**config.mk**
```make
export PLATFORM = sky130hd
export DESIGN_NAME = pong_pixel_gen
export DESIGN_NICKNAME = d
export VERILOG_FILES = /design/src/rtl/pong_pkg.sv /design/src/rtl/pong_frame_tick.sv /design/src/rtl/pong_pixel_gen.sv
export SDC_FILE = /design/constraint.sdc
export NUM_CORES = 1
export LEC_CHECK = 0
export CORE_ASPECT_RATIO = 0.8
export CORE_MARGIN = 2
export CORE_UTILIZATION = 40
export CTS_CLUSTER_DIAMETER = 60
export DETAILED_ROUTE_END_ITERATION = 12
export PLACE_DENSITY = 0.67
export SETUP_SLACK_MARGIN = 0.3
export SLEW_MARGIN = 5
export SYNTH_ARGS = -nofsm -noshare
export SYNTH_HDL_FRONTEND = slang
export SYNTH_HIERARCHICAL = 1
export SYNTH_SLANG_ARGS = --single-unit
```
**constraint.sdc**
```tcl
create_clock -name clk -period 10.5 [get_ports clk]
set_input_delay 2.1 -clock clk [delete_from_list [all_inputs] [get_ports clk]]
set_output_delay 2.1 -clock clk [all_outputs]
set_load 0.02 [all_outputs]
```
**src/rtl/pong_pkg.sv**
```systemverilog
// Shared types and fixed screen geometry for the Pong pixel generator.
package pong_pkg;

    localparam int unsigned CW    = 10;
    localparam int unsigned RGB_W = 12;
    localparam int unsigned MC_W  = 4;

    typedef enum logic [1:0] {
        SERVE,
        PLAY,
        MISS
    } state_t;

    localparam logic [CW-1:0] SCR_H    = 10'd480;
    localparam logic [CW-1:0] TICK_Y   = 10'd481;
    localparam logic [CW-1:0] WALL_X0  = 10'd32;
    localparam logic [CW-1:0] WALL_X1  = 10'd35;
    localparam logic [CW-1:0] PAD_X0   = 10'd600;
    localparam logic [CW-1:0] PAD_X1   = 10'd603;
    localparam logic [CW-1:0] BALL_SZ  = 10'd8;
    localparam logic [CW-1:0] BALL_END = BALL_SZ - 10'd1;
    localparam logic [CW-1:0] BALL_X0  = 10'd316;
    localparam logic [CW-1:0] BALL_Y0  = 10'd236;
    localparam logic [CW-1:0] PAD_Y0   = 10'd204;
    localparam logic [CW-1:0] MISS_X   = 10'd632;

    localparam logic [RGB_W-1:0] COL_BLACK = 12'h000;
    localparam logic [RGB_W-1:0] COL_WALL  = 12'h00F;
    localparam logic [RGB_W-1:0] COL_PAD   = 12'h0F0;
    localparam logic [RGB_W-1:0] COL_BALL  = 12'hF00;

    // Inclusive range test used by the pixel and collision logic.
    function automatic logic in_range(input logic [CW-1:0] v,
                                      input logic [CW-1:0] lo,
                                      input logic [CW-1:0] hi);
        return (v >= lo) && (v <= hi);
    endfunction

endpackage

```
**src/rtl/pong_frame_tick.sv**
```systemverilog
// One-clk pulse per frame on entry to the (0,481) coordinate; coords are held for several clks.
module pong_frame_tick
    import pong_pkg::*;
(
    input  logic          clk,
    input  logic          rst,
    input  logic [CW-1:0] pixel_x,
    input  logic [CW-1:0] pixel_y,
    output logic          refr_tick
);

    logic at_tick_c;
    logic at_tick_q;

    assign at_tick_c = (pixel_y == TICK_Y) && (pixel_x == '0);

    always_ff @(posedge clk or posedge rst) begin
        if (rst) begin
            at_tick_q <= 1'b0;
            refr_tick <= 1'b0;
        end else begin
            at_tick_q <= at_tick_c;
            refr_tick <= at_tick_c & ~at_tick_q;
        end
    end

endmodule

```
**src/rtl/pong_pixel_gen.sv**
```systemverilog
// Pong game state (paddle, ball, serve/play/miss) updated per frame, and the registered RGB pixel mux.
module pong_pixel_gen
    import pong_pkg::*;
#(
    parameter int unsigned PAD_H       = 72,
    parameter int unsigned PAD_V       = 4,
    parameter int unsigned BALL_V      = 2,
    parameter int unsigned MISS_FRAMES = 60
) (
    input  logic             clk,
    input  logic             rst,
    input  logic [CW-1:0]    pixel_x,
    input  logic [CW-1:0]    pixel_y,
    input  logic             video_on,
    input  logic             btn_up,
    input  logic             btn_dn,
    input  logic             btn_srv,
    output logic [RGB_W-1:0] rgb,
    output logic [MC_W-1:0]  miss_cnt
);

    localparam int unsigned FW = $clog2(MISS_FRAMES + 1);

    localparam logic [CW-1:0] PAD_STEP  = CW'(PAD_V);
    localparam logic [CW-1:0] BV        = CW'(BALL_V);
    localparam logic [CW-1:0] PAD_END   = CW'(PAD_H - 1);
    localparam logic [CW-1:0] PAD_Y_MAX = SCR_H - CW'(PAD_H);
    localparam logic [CW-1:0] Y_BOT     = SCR_H - BALL_SZ;
    localparam logic [CW-1:0] WALL_STOP = WALL_X1 + 10'd1;
    localparam logic [CW-1:0] PAD_STOP  = PAD_X0 - BALL_SZ;

    logic             refr_tick;
    state_t           state, state_nxt;
    logic [CW-1:0]    pad_y, pad_y_nxt;
    logic [CW-1:0]    ball_x, ball_x_nxt;
    logic [CW-1:0]    ball_y, ball_y_nxt;
    logic             vx_pos, vx_pos_nxt;
    logic             vy_pos, vy_pos_nxt;
    logic [MC_W-1:0]  miss_cnt_nxt;
    logic [FW-1:0]    miss_frm, miss_frm_nxt;
    logic [CW-1:0]    mx, my;
    logic             on_wall, on_pad, on_ball;
    logic [RGB_W-1:0] rgb_nxt;

    pong_frame_tick u_tick (
        .clk      (clk),
        .rst      (rst),
        .pixel_x  (pixel_x),
        .pixel_y  (pixel_y),
        .refr_tick(refr_tick)
    );

    // Paddle: one step per tick, clamped to the screen; conflicting buttons hold.
    always_comb begin
        pad_y_nxt = pad_y;
        if (refr_tick && (btn_up != btn_dn)) begin
            if (btn_up) begin
                pad_y_nxt = (pad_y < PAD_STEP) ? '0 : pad_y - PAD_STEP;
            end else begin
                pad_y_nxt = (pad_y > PAD_Y_MAX - PAD_STEP) ? PAD_Y_MAX : pad_y + PAD_STEP;
            end
        end
    end

    // Ball motion and serve/play/miss sequencing; vertical bounce resolves before horizontal.
    always_comb begin
        state_nxt    = state;
        ball_x_nxt   = ball_x;
        ball_y_nxt   = ball_y;
        vx_pos_nxt   = vx_pos;
        vy_pos_nxt   = vy_pos;
        miss_cnt_nxt = miss_cnt;
        miss_frm_nxt = miss_frm;
        mx           = ball_x + BV;
        my           = ball_y + BV;
        if (refr_tick) begin
            case (state)
                SERVE: begin
                    ball_x_nxt = BALL_X0;
                    ball_y_nxt = BALL_Y0;
                    if (btn_srv) begin
                        state_nxt  = PLAY;
                        vx_pos_nxt = 1'b0;
                        vy_pos_nxt = 1'b1;
                    end
                end
                PLAY: begin
                    if (!vy_pos) begin
                        if (ball_y <= BV + BV) begin
                            ball_y_nxt = '0;
                            vy_pos_nxt = 1'b1;
                        end else begin
                            ball_y_nxt = ball_y - BV;
                        end
                    end else if (my >= Y_BOT - BV) begin
                        ball_y_nxt = Y_BOT;
                        vy_pos_nxt = 1'b0;
                    end else begin
                        ball_y_nxt = my;
                    end

                    if (!vx_pos) begin
                        if (ball_x <= WALL_STOP + BV + BV) begin
                            ball_x_nxt = WALL_STOP;
                            vx_pos_nxt = 1'b1;
                        end else begin
                            ball_x_nxt = ball_x - BV;
                        end
                    end else begin
                        ball_x_nxt = mx;
                        if (in_range(mx + BALL_END, PAD_X0, PAD_X1 + BV) &&
                            (ball_y_nxt + BALL_END >= pad_y) &&
                            (ball_y_nxt <= pad_y + PAD_END)) begin
                            ball_x_nxt = PAD_STOP;
                            vx_pos_nxt = 1'b0;
                        end else if (mx >= MISS_X) begin
                            state_nxt    = MISS;
                            miss_cnt_nxt = miss_cnt + 4'd1;
                            miss_frm_nxt = '0;
                        end
                    end
                end
                MISS: begin
                    if (miss_frm == FW'(MISS_FRAMES - 1)) begin
                        state_nxt    = SERVE;
                        miss_frm_nxt = '0;
                        ball_x_nxt   = BALL_X0;
                        ball_y_nxt   = BALL_Y0;
                    end else begin
                        miss_frm_nxt = miss_frm + FW'(1);
                    end
                end
                default: state_nxt = SERVE;
            endcase
        end
    end

    // Pixel colour from registered game state; first match wins.
    always_comb begin
        on_wall = in_range(pixel_x, WALL_X0, WALL_X1);
        on_pad  = in_range(pixel_x, PAD_X0, PAD_X1) && in_range(pixel_y, pad_y, pad_y + PAD_END);
        on_ball = (state != MISS) &&
                  in_range(pixel_x, ball_x, ball_x + BALL_END) &&
                  in_range(pixel_y, ball_y, ball_y + BALL_END);
        rgb_nxt = COL_BLACK;
        if (!video_on) begin
            rgb_nxt = COL_BLACK;
        end else if (on_wall) begin
            rgb_nxt = COL_WALL;
        end else if (on_pad) begin
            rgb_nxt = COL_PAD;
        end else if (on_ball) begin
            rgb_nxt = COL_BALL;
        end
    end

    always_ff @(posedge clk or posedge rst) begin
        if (rst) begin
            state    <= SERVE;
            pad_y    <= PAD_Y0;
            ball_x   <= BALL_X0;
            ball_y   <= BALL_Y0;
            vx_pos   <= 1'b1;
            vy_pos   <= 1'b1;
            miss_cnt <= '0;
            miss_frm <= '0;
            rgb      <= COL_BLACK;
        end else begin
            state    <= state_nxt;
            pad_y    <= pad_y_nxt;
            ball_x   <= ball_x_nxt;
            ball_y   <= ball_y_nxt;
            vx_pos   <= vx_pos_nxt;
            vy_pos   <= vy_pos_nxt;
            miss_cnt <= miss_cnt_nxt;
            miss_frm <= miss_frm_nxt;
            rgb      <= rgb_nxt;
        end
    end

endmodule

```
Word-level counts from Yosys, hierarchy flattened
Index checks and enable logic that the tools add are counted.
Operators by class
  $add $sub $neg: 13
  $lt $le $gt $ge: 20
  equality and inequality tests: 11
  muxes and demuxes: 40
  bitwise logic cells: 3
  reduce and logical (&&, ||, !) cells: 23
Operator list (number)
  $mux W10: 13
  $pmux W10 S3: 2
  $add A10 B3 Y10 const B: 5
  $mux W12: 4
  $ge A10 B10 Y1: 4
  $le A10 B10 Y1: 4
  $ge A10 B10 Y1 const B: 3
  $mux W6: 4
  $add A10 B2 Y10 const B: 2
  $le A10 B10 Y1 const B: 2
  $le A10 B6 Y1 const B: 2
  $sub A10 B2 Y10 const B: 2
  $logic_and A1 B1 Y1: 13
  $ne A2 B2 Y1 const B: 6
  $pmux W6 S2: 1
  $add A10 B7 Y10 const B: 1
  $eq A10 B9 Y1 const B: 1
  $ge A10 B6 Y1 const B: 1
  $ge A10 B9 Y1 const B: 1
  $gt A10 B9 Y1 const B: 1
  $le A10 B3 Y1 const B: 1
  $logic_not A10 Y1: 1
  $lt A10 B3 Y1 const B: 1
  $mux W2: 5
  other kinds (18): 30
Storage, ports and cells
  register bits: 58
  input bits: 26
  output and inout bits: 16

Depth between registers and ports, before layout
  depth in word-level cells: 13
  mapped depth: 20
  gate-level depth less buffers: 19

Hierarchy
Netlist, hierarchy kept.
By module, submodules not included
  pong_pixel_gen: instances 1, cells an instance 663, area an instance 5368.9 um^2, sequential area each 1121.1 um^2
  pong_frame_tick: instances 1, cells an instance 12, area an instance 130.1 um^2, sequential area each 50.0 um^2

Worst setup path before layout
No wires, ideal clock.
  path kind: register to register
  start: register ball_y[2]
  end: register ball_x[4]
  setup time: 0.083 ns
  data arrival time: 3.949 ns
  data required time: 10.417 ns
  slack: 6.468 ns
  cell stages (with the launch flop): 20
  buffers on the path: 0
  period minus slack after synthesis: 4.032 ns
  path through: dfstp_2 -> inv_1 -> ha_1 -> a221o_1 -> o211ai_1 -> a311oi_4 -> nor2_1 -> o21ai_0 -> ha_1 -> a2111oi_2 -> xor2_1 -> ha_1 -> o21a_1 -> o21ai_0 -> nand2b_1 -> o2111ai_1 -> a21oi_1 -> o311ai_4 -> nor2_1 -> o32a_1
On the way
  word-level cells in the longest chain between the ends: 13
  elaborated cells on any way between the ends: 17
Ends and longest elaborated chain
  start: declaration: line pong_pixel_gen.sv:36  | logic [CW-1:0] ball_y, ball_y_nxt;
  start signal: assignment: line pong_pixel_gen.sv:172  | ball_y <= ball_y_nxt;
  $add A10 B2 Y10: line pong_pixel_gen.sv:75  | my = ball_y + BV;
  $ge A10 B9 Y1: line pong_pixel_gen.sv:95  | end else if (my >= Y_BOT - BV) begin
  $mux W10: line pong_pixel_gen.sv:95
  $mux W10 *: line pong_pixel_gen.sv:88  | if (!vy_pos) begin
  $mux W10 *: line pong_pixel_gen.sv:77  | case (state)
  $mux W10 *: line pong_pixel_gen.sv:76  | if (refr_tick) begin
  $add A10 B3 Y10: line pong_pixel_gen.sv:112  | (ball_y_nxt + BALL_END >= pad_y) &&
  $ge A10 B10 Y1: line pong_pixel_gen.sv:112
  $logic_and A1 B1 Y1: line pong_pixel_gen.sv:111  | if (in_range(mx + BALL_END, PAD_X0, PAD_X1 + BV) &&
  $logic_and A1 B1 Y1 *: line pong_pixel_gen.sv:112
  $mux W10 *: line pong_pixel_gen.sv:111
  $mux W10 *: line pong_pixel_gen.sv:102  | if (!vx_pos) begin
  $pmux W10 S3 *: line pong_pixel_gen.sv:77
  end signal: assignment: line pong_pixel_gen.sv:171  | ball_x <= ball_x_nxt;
  end: declaration: line pong_pixel_gen.sv:35  | logic [CW-1:0] ball_x, ball_x_nxt;
Mark *: on every way between the ends. The rest lies on a longest branch, timed or not. The select of a mux whose other input is x is not followed.
A chain may end at the register's enable or synchronous reset.

Final worst setup path
  start: register ball_y[1]
  end: register ball_x[4]
The elaborated chain is that of the path after synthesis.

==> results by stage <==
CTS:
- The clock reaches the later pin of the worst-skew pair after 300 ps.
- The clock passes through at most 2 buffers.
- The total clock sinks is 46.
- Hold repair after CTS inserted 0 buffers.
- After clock tree synthesis, the repair step resized 0 gates.
- After clock tree synthesis, the setup repair step added 0 buffers.
- The root cell of the clock tree is clkbuf_16.
- The H-tree depth reported by CTS is 2.
- The clock-pin slew reported for the worst setup and hold paths after clock tree synthesis is 80 ps.
- The total clock buffers created by CTS is 5.
- The clock tree from TritonCTS is done.

Floorplan:
- The count of pins on the block boundary is 42.
- The placement row count is 38.
- The vertical die dimension is 109 um.
- Once the floorplan was initialized, standard cells occupied 40.7% of the core.
- The total area inside the core boundary comes to 0.0135 mm2.
- The x dimension of the die is 135 um.
- The die covers 0.0147 mm2.

Synth:
- The area of the mapped netlist is 0.00550 mm2.
- The cell accounting for the most synthesized area is ha_1.
- Counting flops and latches in the post-synthesis netlist gives 46.
- The number of instances in the synthesized netlist is 675.
- Sorting the synthesized cells by area gives the leading types as ha_1 (19%), dfrtp_1 (14%), dfstp_2 (7.6%).
- The number of nets handed over by synthesis was 786.
- In the synthesized netlist, mux cells make up 0.569% of the area.
- The adder and majority cell fraction of the synthesized area is 19.3%.
- For this run, asynchronously set or reset flops after synthesis account for 100%.
- Yosys mapped a number of flops with a built-in enable equal to 0.
- The post-synthesis xor/xnor area fraction is 7.01%.
- The synthesized netlist contains 71 unique library cells.
- In this run the biggest area consumer among cell types represents 19.3% of the synthesized area.
- The most used flip-flop cell after synthesis is dfrtp_1.
- The synthesized netlist devotes 22.0% of its cell area to simple gates.
- The complex-gate fraction of the synthesized area is 23.5%.
- The sequential area share after synthesis is 21.3%.
- The count of synthesis-stage warnings from yosys is 6.
- Each instance of the synthesized netlist takes up on average 8.15 um2.
- After synthesis, the largest family of logic cells by area is compound AO/OA/AOI/OAI gates.

Cells and area:
- Cells with a size suffix above 1 make up 7.38% of the layout.
- The final standard cell area without fillers is 0.00611 mm2.
- Once layout is complete, the utilization of the core stands at 45.3%.
- In the final design database the tool counted 801 nets.
- The repair_antennas step left the layout with diodes totalling 0.
- Relative to the synthesized area, the layout overhead comes to 11.2%.

GRT:
- Global routing consumed, over all layers together, 22.2% of the routing resources.
- Summed over all layers, the global routing overflow is 0.
- The via count of the first global-routing pass is 4993.
- The first global-routing pass estimated 26.2 mm of wire.
- The pin count of the biggest net entering global routing is 45.
- The number of antenna violations at the first check in global routing was 0.

Timing:
- The headroom to the max-slew limit is 49.1%.
- Counting I/O delays and the setup requirement, the final critical path takes 4740 ps.
- Setup total negative slack on the finished layout was measured at 0 ps.
- The tightest hold path in the finished design has a slack of 426 ps.
- The clock arrives with 8.43 ps of skew.
- Setup violations remaining at the end of the flow were counted as 0.
- The total count of hold-check failures in the final report is 0.
- Setup repair after global routing left no endpoint under its margin.
- At the pin with the least slew margin, the transition time is 761 ps.
- For this run, the top clock speed supported by timing is 0.211 GHz.
- The max-slew violation count came to 0.
- The portion of the clock cycle consumed by the worst path in the final layout is 45.2%.

Critical path:
- The launching element type of the critical path is a register.
- The required time reported for the critical path endpoint is 10720 ps.
- The data arrival time of the critical path is 4960 ps.
- By startpoint and endpoint, the worst setup path is classified as register to register.
- In this run the worst path has a maximum fanout of 11.
- The worst setup path is captured at a register.

Drt:
- The length of routed met3 wiring is 1.08 mm.
- The first detailed-routing pass took 5 iterations.
- The number of nets with antenna violations after detailed routing is 0.
- The total length of routed wires is 15.9 mm.
- In this run the top signal layer used is met4.
- After detailed routing, the average wire length per cell comes to 18.2 um.
- The violation count after the first detailed-routing iteration is 656.
- Detailed routing inserted a total of 5215 vias.
- For this run, design rule violations remaining after detail routing come to 0.
- The number of vias per cell is 5.99.
- The met1 routed wirelength after detailed routing is 7.73 mm.
- Wire segments on met2 add up to 6.83 mm in the final route.

Run:
- The number of maximum-capacitance violations is 0.

Worst hold path:
- The kind of path behind the tightest hold check is register to register.

Pwr:
- The cell leakage power is 0.00257 uW.
- The design draws 399 uW.
- The power density relative to cell area is 65.3 mW/mm2.
- The maximum ir drop on the vdd rail is 57.6 uV.

Placement:
- In this run the cell area measured after placement is 0.00597 mm2.
- The congestion estimate from routability-driven global placement came to 0.919.
- The detailed placer's ending HPWL is 12.3 mm.
- The quantity of I/O buffers inserted on ports is 41.

Run status:
- The flow ran to the end, and the final reports show no timing, DRC or antenna violations.
[kinds of logic (layout without fill, tap and decap cells)]
family | Yosys count | count (layout)
buffers and inverters | 78 | 94
muxes | 3 | 3
DFF | 46 | 46
and+or+nand+nor | 227 | 227
xor gates and xnor gates | 44 | 44
adders and majority gates | 85 | 85
AOI/OAI and AO/OA | 192 | 192
[stage by stage]
stage / cells / worst slack (ps)
floorplan: 675 / 6470
CTS: 871 / 5780
global placement: 863 / 5980
finish: 871 / 5760
global route: 871 / 5360
detailed placement: 863 / 5800
[cell usage in the layout, fill, tap and decap left out, drive strengths merged, types with 3 or more instances in the layout]
| cell | count |
|---|---|
| a211o | 3 |
| a211oi | 5 |
| a21o | 11 |
| a21oi | 47 |
| a221o | 3 |
| a22oi | 7 |
| a31oi | 3 |
| and2 | 6 |
| and3 | 9 |
| clkbuf | 5 |
| clkdlybuf4s50 | 41 |
| dfrtp | 30 |
| dfstp | 16 |
| ha | 85 |
| inv | 43 |
| nand2 | 54 |
| nand2b | 10 |
| nand3 | 32 |
| nand3b | 3 |
| nand4 | 13 |
| nor2 | 40 |
| nor2b | 9 |
| nor3 | 23 |
| nor4 | 13 |
| o211ai | 6 |
| o21a | 17 |
| o21ai | 51 |
| o221ai | 5 |
| o22ai | 5 |
| o31ai | 9 |
| o32a | 3 |
| or2 | 3 |
| or3 | 4 |
| or4 | 4 |
| xnor2 | 36 |
| xor2 | 8 |
[routing by layer]
layer	vias up	global-route usage, %
met1	2493	32.4
met3	22	3.91
met4	0	4.76
li1	2495	-
met2	205	34.5
met5	-	0
[cell type report]
class / instances / area [um2]
inverters: 44 / 165
clock buffers: 5 / 125
flip-flops and latches: 46 / 1170
well taps: 180 / 225
multi-input cells: 551 / 3990
fillers: 1356 / 7390
clock inverters: 3 / 23.8
repair buffers: 42 / 418
[worst max-delay path: stages, from the launching register on]
cell and delay [ps]:
dfrtp_1 550, inv_1 220, ha_1 400, a221o_1 340, o211ai_1 150, a311oi_4 200
nor2_1 380, o21ai_0 150, ha_1 300, a2111oi_2 410, xor2_1 190, ha_1 240
o21a_1 100, o21ai_0 140, nand2b_1 70, o2111ai_1 100, a21oi_1 100, o311ai_4 160
nor2_1 100, o32a_1 350
[cell usage after synthesis, drive strengths merged, types with 3 or more instances]
cell and instances:
o31ai 9, o21ai 51, nor2 40, nand2 54
a221o 3, o22ai 5, nand2b 10, nor4 13
or4 4, nor3 23, nor2b 9, buf 14
clkbuf 20, a211oi 5, o211ai 6, inv 43
xnor2 36, a22oi 7, o221ai 5, nand4 13
a31oi 3, a21o 11, xor2 8, nand3b 3
or3 4, and3 9, or2 3, nand3 32
dfstp 16, o21a 17, a211o 3, ha 85
o32a 3, and2 6, dfrtp 30, a21oi 47
[worst paths after layout]
kind	startpoint	endpoint	slack, ps	cells past startpoint
min in group asynchronous	rst	u_tick/refr_tick	1980	2
worst min register to register	u_tick/at_tick_q	u_tick/refr_tick	430	1
worst max register to register	ball_y[1]	ball_x[4]	5760	19
max in group asynchronous	rst	miss_frm[5]	7790	3
worst min-delay path	u_tick/at_tick_q	u_tick/refr_tick	430	1
worst max-delay path	ball_y[1]	ball_x[4]	5760	19
[registers in the layout, indices dropped and copies added, names as in the netlist]
signal,flops
rgb,3
u_tick/at_tick_q,1
ball_x,9
miss_cnt,4
state,2
u_tick/refr_tick,1
miss_frm,6
vx_pos,1
pad_y,8
vy_pos,1
ball_y,10
[power by group]
part           switching, uW  internal [uW]
registers             0.0835            177
clock network           83.4           89.5
logic                   26.7           22.0
total                    110            289
Note: power is estimated with default switching activity, not from simulation.
